===== src/rtl/io_peripheral_unit.sv =====
// Data-side IO responder: GPIO output/input, prescaled timer with compare match,
// and an 8N1 UART transmitter fed by a TX FIFO. Address bit 15 is the bus select and is ignored here.
module io_peripheral_unit #(
    parameter int unsigned CLK_DIV        = 868,
    parameter int unsigned FIFO_DEPTH     = 8,
    parameter int unsigned TIMER_PRESCALE = 100
) (
    input  logic        clk,
    input  logic        rst,
    input  logic [15:0] io_address,
    input  logic [15:0] io_write_value,
    input  logic        io_write_en,
    input  logic        io_read_en,
    output logic [15:0] io_read_value,
    input  logic [15:0] gpio_in,
    output logic [15:0] gpio_out,
    output logic        uart_tx
);
    localparam int PTR_W = $clog2(FIFO_DEPTH);
    localparam int CNT_W = $clog2(FIFO_DEPTH + 1);
    localparam logic [CNT_W-1:0] FULL_CNT = CNT_W'(FIFO_DEPTH);
    localparam logic [15:0] DIV_LAST = 16'(CLK_DIV - 1);
    localparam logic [15:0] PRE_LAST = 16'(TIMER_PRESCALE - 1);

    typedef enum logic [1:0] {ST_IDLE, ST_START, ST_DATA, ST_STOP} tx_state_t;

    logic [15:0]      r_gpio_out, r_sync1, r_sync2;
    logic [15:0]      r_timer, r_presc, r_compare;
    logic             r_match, r_ovf;
    logic [7:0]       r_fifo [FIFO_DEPTH];
    logic [PTR_W-1:0] r_wr_ptr, r_rd_ptr;
    logic [CNT_W-1:0] r_count;
    tx_state_t        r_state;
    logic [15:0]      r_baud;
    logic [2:0]       r_bit;
    logic [7:0]       r_shift;
    logic             r_tx;

    logic [14:0] w_addr;
    logic        w_unused_addr_msb;
    logic        w_wr_gpio, w_wr_timer, w_wr_compare, w_wr_txdata, w_wr_status;
    logic        w_full, w_empty, w_push, w_pop, w_busy, w_baud_end, w_tick, w_set_match;

    assign w_addr            = io_address[14:0];
    assign w_unused_addr_msb = io_address[15];
    assign w_wr_gpio         = io_write_en && (w_addr == 15'd0);
    assign w_wr_timer        = io_write_en && (w_addr == 15'd2);
    assign w_wr_compare      = io_write_en && (w_addr == 15'd3);
    assign w_wr_txdata       = io_write_en && (w_addr == 15'd4);
    assign w_wr_status       = io_write_en && (w_addr == 15'd5);

    assign w_full     = (r_count == FULL_CNT);
    assign w_empty    = (r_count == '0);
    assign w_busy     = (r_state != ST_IDLE);
    assign w_baud_end = (r_baud == DIV_LAST);
    assign w_push     = w_wr_txdata && !w_full;
    assign w_pop      = !w_empty && ((r_state == ST_IDLE) || ((r_state == ST_STOP) && w_baud_end));
    assign w_tick     = (r_presc == PRE_LAST);
    // A load is compared against the loaded value; otherwise only a tick can produce a new value.
    assign w_set_match = w_wr_timer ? (io_write_value == r_compare)
                                    : (w_tick && ((r_timer + 16'd1) == r_compare));

    // NOTE: sequential state uses <= so every flop samples pre-edge values, whatever the block order.
    always_ff @(posedge clk) begin
        if (rst) begin
            r_gpio_out <= '0;
            r_sync1    <= '0;
            r_sync2    <= '0;
            r_compare  <= 16'hFFFF;
            r_match    <= 1'b0;
            r_ovf      <= 1'b0;
        end else begin
            r_sync1 <= gpio_in;
            r_sync2 <= r_sync1;
            if (w_wr_gpio)    r_gpio_out <= io_write_value;
            if (w_wr_compare) r_compare  <= io_write_value;
            r_match <= (r_match & ~(w_wr_status & io_write_value[3])) | w_set_match;
            r_ovf   <= (r_ovf & ~(w_wr_status & io_write_value[4])) | (w_wr_txdata & w_full);
        end
    end

    always_ff @(posedge clk) begin
        if (rst) begin
            r_timer <= '0;
            r_presc <= '0;
        end else if (w_wr_timer) begin
            r_timer <= io_write_value;
            r_presc <= '0;
        end else if (w_tick) begin
            r_timer <= r_timer + 16'd1;
            r_presc <= '0;
        end else begin
            r_presc <= r_presc + 16'd1;
        end
    end

    // NOTE: the storage array has no reset; the occupancy count gates every read of it.
    always_ff @(posedge clk) begin
        if (w_push) r_fifo[r_wr_ptr] <= io_write_value[7:0];
    end

    always_ff @(posedge clk) begin
        if (rst) begin
            r_wr_ptr <= '0;
            r_rd_ptr <= '0;
            r_count  <= '0;
        end else begin
            if (w_push) r_wr_ptr <= r_wr_ptr + PTR_W'(1);
            if (w_pop)  r_rd_ptr <= r_rd_ptr + PTR_W'(1);
            case ({w_push, w_pop})
                2'b10:   r_count <= r_count + CNT_W'(1);
                2'b01:   r_count <= r_count - CNT_W'(1);
                default: r_count <= r_count;
            endcase
        end
    end

    always_ff @(posedge clk) begin
        if (rst) begin
            r_state <= ST_IDLE;
            r_tx    <= 1'b1;
            r_baud  <= '0;
            r_bit   <= '0;
            r_shift <= '0;
        end else begin
            case (r_state)
                ST_IDLE: begin
                    r_tx <= 1'b1;
                    if (w_pop) begin
                        r_shift <= r_fifo[r_rd_ptr];
                        r_tx    <= 1'b0;
                        r_baud  <= '0;
                        r_state <= ST_START;
                    end
                end
                ST_START: begin
                    if (w_baud_end) begin
                        r_baud  <= '0;
                        r_bit   <= '0;
                        r_tx    <= r_shift[0];
                        r_shift <= {1'b0, r_shift[7:1]};
                        r_state <= ST_DATA;
                    end else begin
                        r_baud <= r_baud + 16'd1;
                    end
                end
                ST_DATA: begin
                    if (w_baud_end) begin
                        r_baud <= '0;
                        if (r_bit == 3'd7) begin
                            r_tx    <= 1'b1;
                            r_state <= ST_STOP;
                        end else begin
                            r_bit   <= r_bit + 3'd1;
                            r_tx    <= r_shift[0];
                            r_shift <= {1'b0, r_shift[7:1]};
                        end
                    end else begin
                        r_baud <= r_baud + 16'd1;
                    end
                end
                ST_STOP: begin
                    if (w_baud_end) begin
                        r_baud <= '0;
                        if (w_pop) begin
                            r_shift <= r_fifo[r_rd_ptr];
                            r_tx    <= 1'b0;
                            r_state <= ST_START;
                        end else begin
                            r_state <= ST_IDLE;
                        end
                    end else begin
                        r_baud <= r_baud + 16'd1;
                    end
                end
                default: r_state <= ST_IDLE;
            endcase
        end
    end

    // NOTE: the default assignment comes first so every path drives the output and no latch forms.
    always_comb begin
        io_read_value = '0;
        if (io_read_en) begin
            case (w_addr)
                15'd0:   io_read_value = r_gpio_out;
                15'd1:   io_read_value = r_sync2;
                15'd2:   io_read_value = r_timer;
                15'd3:   io_read_value = r_compare;
                15'd5:   io_read_value = {11'd0, r_ovf, r_match, w_busy, w_empty, w_full};
                default: io_read_value = '0;
            endcase
        end
    end

    assign gpio_out = r_gpio_out;
    assign uart_tx  = r_tx;
endmodule


===== config.mk =====
export PLATFORM = sky130hd
export DESIGN_NAME = io_peripheral_unit
export DESIGN_NICKNAME = d
export VERILOG_FILES = /design/src/rtl/io_peripheral_unit.sv
export SDC_FILE = /design/constraint.sdc
export NUM_CORES = 1
export LEC_CHECK = 0
export CAP_MARGIN = 10
export CORE_MARGIN = 4
export CORE_UTILIZATION = 52
export DETAILED_ROUTE_END_ITERATION = 6
export PLACE_DENSITY_LB_ADDON = 0.12
export SYNTH_ARGS = -nofsm -noshare
export SYNTH_HDL_FRONTEND = slang
export SYNTH_SLANG_ARGS = --single-unit

===== constraint.sdc =====
create_clock -name clk -period 3.23 [get_ports clk]
set_clock_uncertainty 0.2 [all_clocks]
set_input_delay 0.646 -clock clk [delete_from_list [all_inputs] [get_ports clk]]
set_output_delay 0.646 -clock clk [all_outputs]
set_load 0.05 [all_outputs]

==> impl_metrics.csv <==
group,metric,value,unit
run_status,status,"finished with violations",
run_status,violations,"design-rule violations",
power,seqPwrFrac,47.6,%
clock_network,clockBufferDepth,3,
final_layout,utilization,68.2,%
routing,wire_per_inst,18.6,µm
setup_path,crit_path_frequent_cell,"buf_6",
setup_path,cp_data_arrival_time,2.35,ns
sta,setup_viol,0,
setup_path,reg2reg_depth,11,
grt,grt_util_all_layers,23.9,%
sta,fmax,0.313,GHz
power,peakVddDrop,0.407,mV
synthesis,synthArstFlopShare,0,%
floorplan,die-area,20800,µm²
synthesis,synth.most_common_cell,"dfxtp_1",
power,swShare,24.1,%
setup_path,endpoint_kind,"output pin",
synthesis,synthTopCellsByCount,"dfxtp_1, nor2_1, nand2_1",
final_layout,area_growth,28.0,%
floorplan,core,18100,µm²
grt,grt_max_degree,52,
routing,viasPerCell,5.80,
routing,ant_nets,0,
clock_network,clock-sinks,205,
power,p_int,4370,µW
clock_network,cts_max_level,1,
power,p_clk_share,42.8,%
setup_path,worstSetupPathType,"input port to output pin",
setup_path,crit_slowest_cell,"nor4_4",
routing,drt-initial-drc-count,973,
routing,first_pass_iters,7,
clock_network,clk_latency,0.53,ns
synthesis,syn-cell-area,9640,µm²
grt,overflow,0,
sta,grt_setup_unrepaired,"true",
setup_path,r2r-end,"r_count[3]",
min_path,hp-class,"flip-flop to flip-flop",
synthesis,synth_top_area_share,29.3,%
final_layout,final-instance-count-excl-fill,1318,
placed_design,placed_area,11400,µm²
synthesis,synth_area_leader_cell,"dfxtp_1",
sta,worstMarginPinSlew,0.809,ns
grt,antenna_found_initial,0,
setup_path,max_stage_delay,0.24,ns
power,p_per_area,467,nW/µm²
placed_design,place_hpwl,17000,µm
power,comb_power_share,9.6,%
routing,wl,24600,µm
final_layout,fin_nets,1141,
sta,setup-tns-final,0,ns
setup_path,r2r-start,"r_state[1]",
floorplan,die-width,144,µm
sta,post-route-min-period,3.19,ns
setup_path,worst_setup_path_start_kind,"input port",
synthesis,synth_warnings,0,
clock_network,cts_root_buf,"clkbuf_16",
grt,grt_pass1_wl,39200,µm
setup_path,crit_chain,"buf_6 > nor4_4 > buf_4 > nand3_2 > buf_6 > buf_6 > nor4_4 > buf_12 > a222oi_1 > nor2_1 > clkbuf_16",
sta,hold_violations,0,
flow_run,maxCapViolations,0,
synthesis,synth-edff-count,64,
synthesis,yosysUniqueCellTypes,65,
min_path,holdPathStages,1,
synthesis,synth_area_leaders,"dfxtp_1, edfxtp_1, nor2_1",
placed_design,port_buffers,83,
routing,drc,12,
clock_network,cts_tree,"built",
sta,maxSlewViolCount,0,
min_path,min_from,"r_sync1[2]",
sta,slew_headroom,46.0,%
synthesis,syn-mean-instance-area,10.3,µm²
setup_path,reg2reg_slack,0.46,ns
synthesis,synthCells,938,
sta,finalWorstSetupSlack,0.0358,ns
clock_network,postCtsHoldBufs,0,
min_path,min_to,"r_sync2[2]",
floorplan,num_io_pins,85,
synthesis,yosysSeqAreaShare,49.2,%
placed_design,gp_congestion,0.953,
floorplan,die_y,144,µm
placed_design,pre_cts_slack,-0.415,ns
synthesis,syn-num-nets,1006,
clock_network,clk_pin_slew,0.06,ns
synthesis,synth_top_flop_cell,"dfxtp_1",
final_layout,final_area,12300,µm²
final_layout,fillers,1355,
setup_path,cp.required,2.38,ns
floorplan,rows,49,
final_layout,drive_above_1_share,20.0,%
power,p_sw,1390,µW
routing,dr_total_vias,7642,
synthesis,synth_seq_cells,205,
clock_network,cts_buffers,23,
power,power.leakage,0.00439,µW
placed_design,dp_cells,1265,
setup_path,critPathMaxFanout,14,
grt,grt_pass1_vias,7410,
final_layout,num_antenna_cells,0,
sta,fin_crit_sh,98.9,%
floorplan,initial_core_util,53.3,%
==> kinds of logic after synthesis <==
kind of cell / Yosys count / synth area share [%]
and+or+nand+nor: 365 / 19.9
DFF: 205 / 49.2
AOI/OAI and AO/OA: 164 / 11.9
xor gates and xnor gates: 67 / 6.09
buffers and inverters: 66 / 2.84
muxes: 55 / 7.97
adders and majority gates: 16 / 2.08
==> layer usage <==
layer  share of wire, %  vias up  GRT usage (%)
met5                  0        -              0
met4                2.8        0           6.77
met3                5.9       51           3.74
met2                 48      234           39.6
met1                 43     3643           32.7
li1                   -     3714              -
==> cells in the final DEF, fill, tap and decap left out, types with 8 or more instances in the layout <==
| master | instances |
|---|---|
| nand3_1 | 33 |
| nor2b_1 | 38 |
| ha_1 | 16 |
| nor2_4 | 14 |
| nand4_1 | 18 |
| xnor2_1 | 37 |
| a211o_1 | 17 |
| clkbuf_16 | 25 |
| dfxtp_1 | 141 |
| clkdlybuf4s50_1 | 51 |
| xor2_1 | 30 |
| nand2_1 | 68 |
| and3_1 | 28 |
| o21ai_0 | 31 |
| nor3_1 | 13 |
| a21oi_1 | 44 |
| buf_6 | 10 |
| edfxtp_1 | 64 |
| a22o_1 | 8 |
| buf_12 | 22 |
| mux2i_1 | 25 |
| mux4_2 | 16 |
| mux2_2 | 14 |
| a211oi_1 | 17 |
| a222oi_1 | 14 |
| buf_4 | 72 |
| nor2_1 | 86 |
==> state kept, by name, indices dropped and copies added, names as in the netlist, 2 cells and up, named ones only <==
register,cells
r_compare,16
r_sync2,16
r_rd_ptr,3
r_bit,3
r_state,2
r_baud,16
r_timer,16
r_fifo,64
r_shift,8
r_presc,16
r_sync1,16
r_count,4
gpio_out,16
r_wr_ptr,3
==> power by group through the flow <==
| stage | clock network (µW) | registers [µW] | logic, µW |
|---|---|---|---|
| 2_1_floorplan | 0 | 2810 | 339 |
| 3_3_place_gp | 0 | 2800 | 548 |
| 3_5_place_dp | 0 | 2800 | 554 |
| 4_1_cts | 2500 | 2740 | 554 |
| 5_1_grt | 2610 | 2750 | 614 |
| 6_report | 2460 | 2740 | 554 |
==> worst max path at each step <==
stage,end,slack [ns],start
3_3_place_gp,io_read_value[13],-0.39,io_address[3]
5_1_grt,io_read_value[2],-0.05,io_address[10]
6_report,io_read_value[2],0.04,io_address[10]
4_1_cts,io_read_value[8],0.01,io_address[12]
3_5_place_dp,io_read_value[13],-0.42,io_address[3]
2_1_floorplan,io_read_value[2],-0.14,io_address[11]
==> through the flow <==
| stage | power [µW] | hold WS [ns] |
|---|---|---|
| 3_5_place_dp | 3350 | 0.223 |
| 4_1_cts | 5800 | 0.237 |
| 2_1_floorplan | 3150 | 0.214 |
| 5_1_grt | 5970 | 0.254 |
| 3_3_place_gp | 3340 | 0.218 |
| 6_report | 5760 | 0.232 |
==> repair_timing <==
item	in CTS	in global routing
cloned	4	0
setup buffers	8	4
pin swaps	17	12
setup endpoints to repair	16	16
resized for setup	57	16
==> cell type report <==
type / instances / area, µm² / area share [%]
clock buffers: 33 / 666 / 5.40
clock inverters: 8 / 53.8 / 0.436
inverters: 7 / 26.3 / 0.213
multi-input cells: 667 / 4790 / 38.8
flip-flops and latches: 205 / 4740 / 38.5
well taps: 229 / 287 / 2.32
repair buffers: 169 / 1770 / 14.3
==> critical path, delay by kind of cell <==
family,cells,cell delay (ns)
buffers and inverters,6,0.91
AOI/OAI and AO/OA,1,0.10
and+or+nand+nor,4,0.70
(Power assumes the default switching activity.)
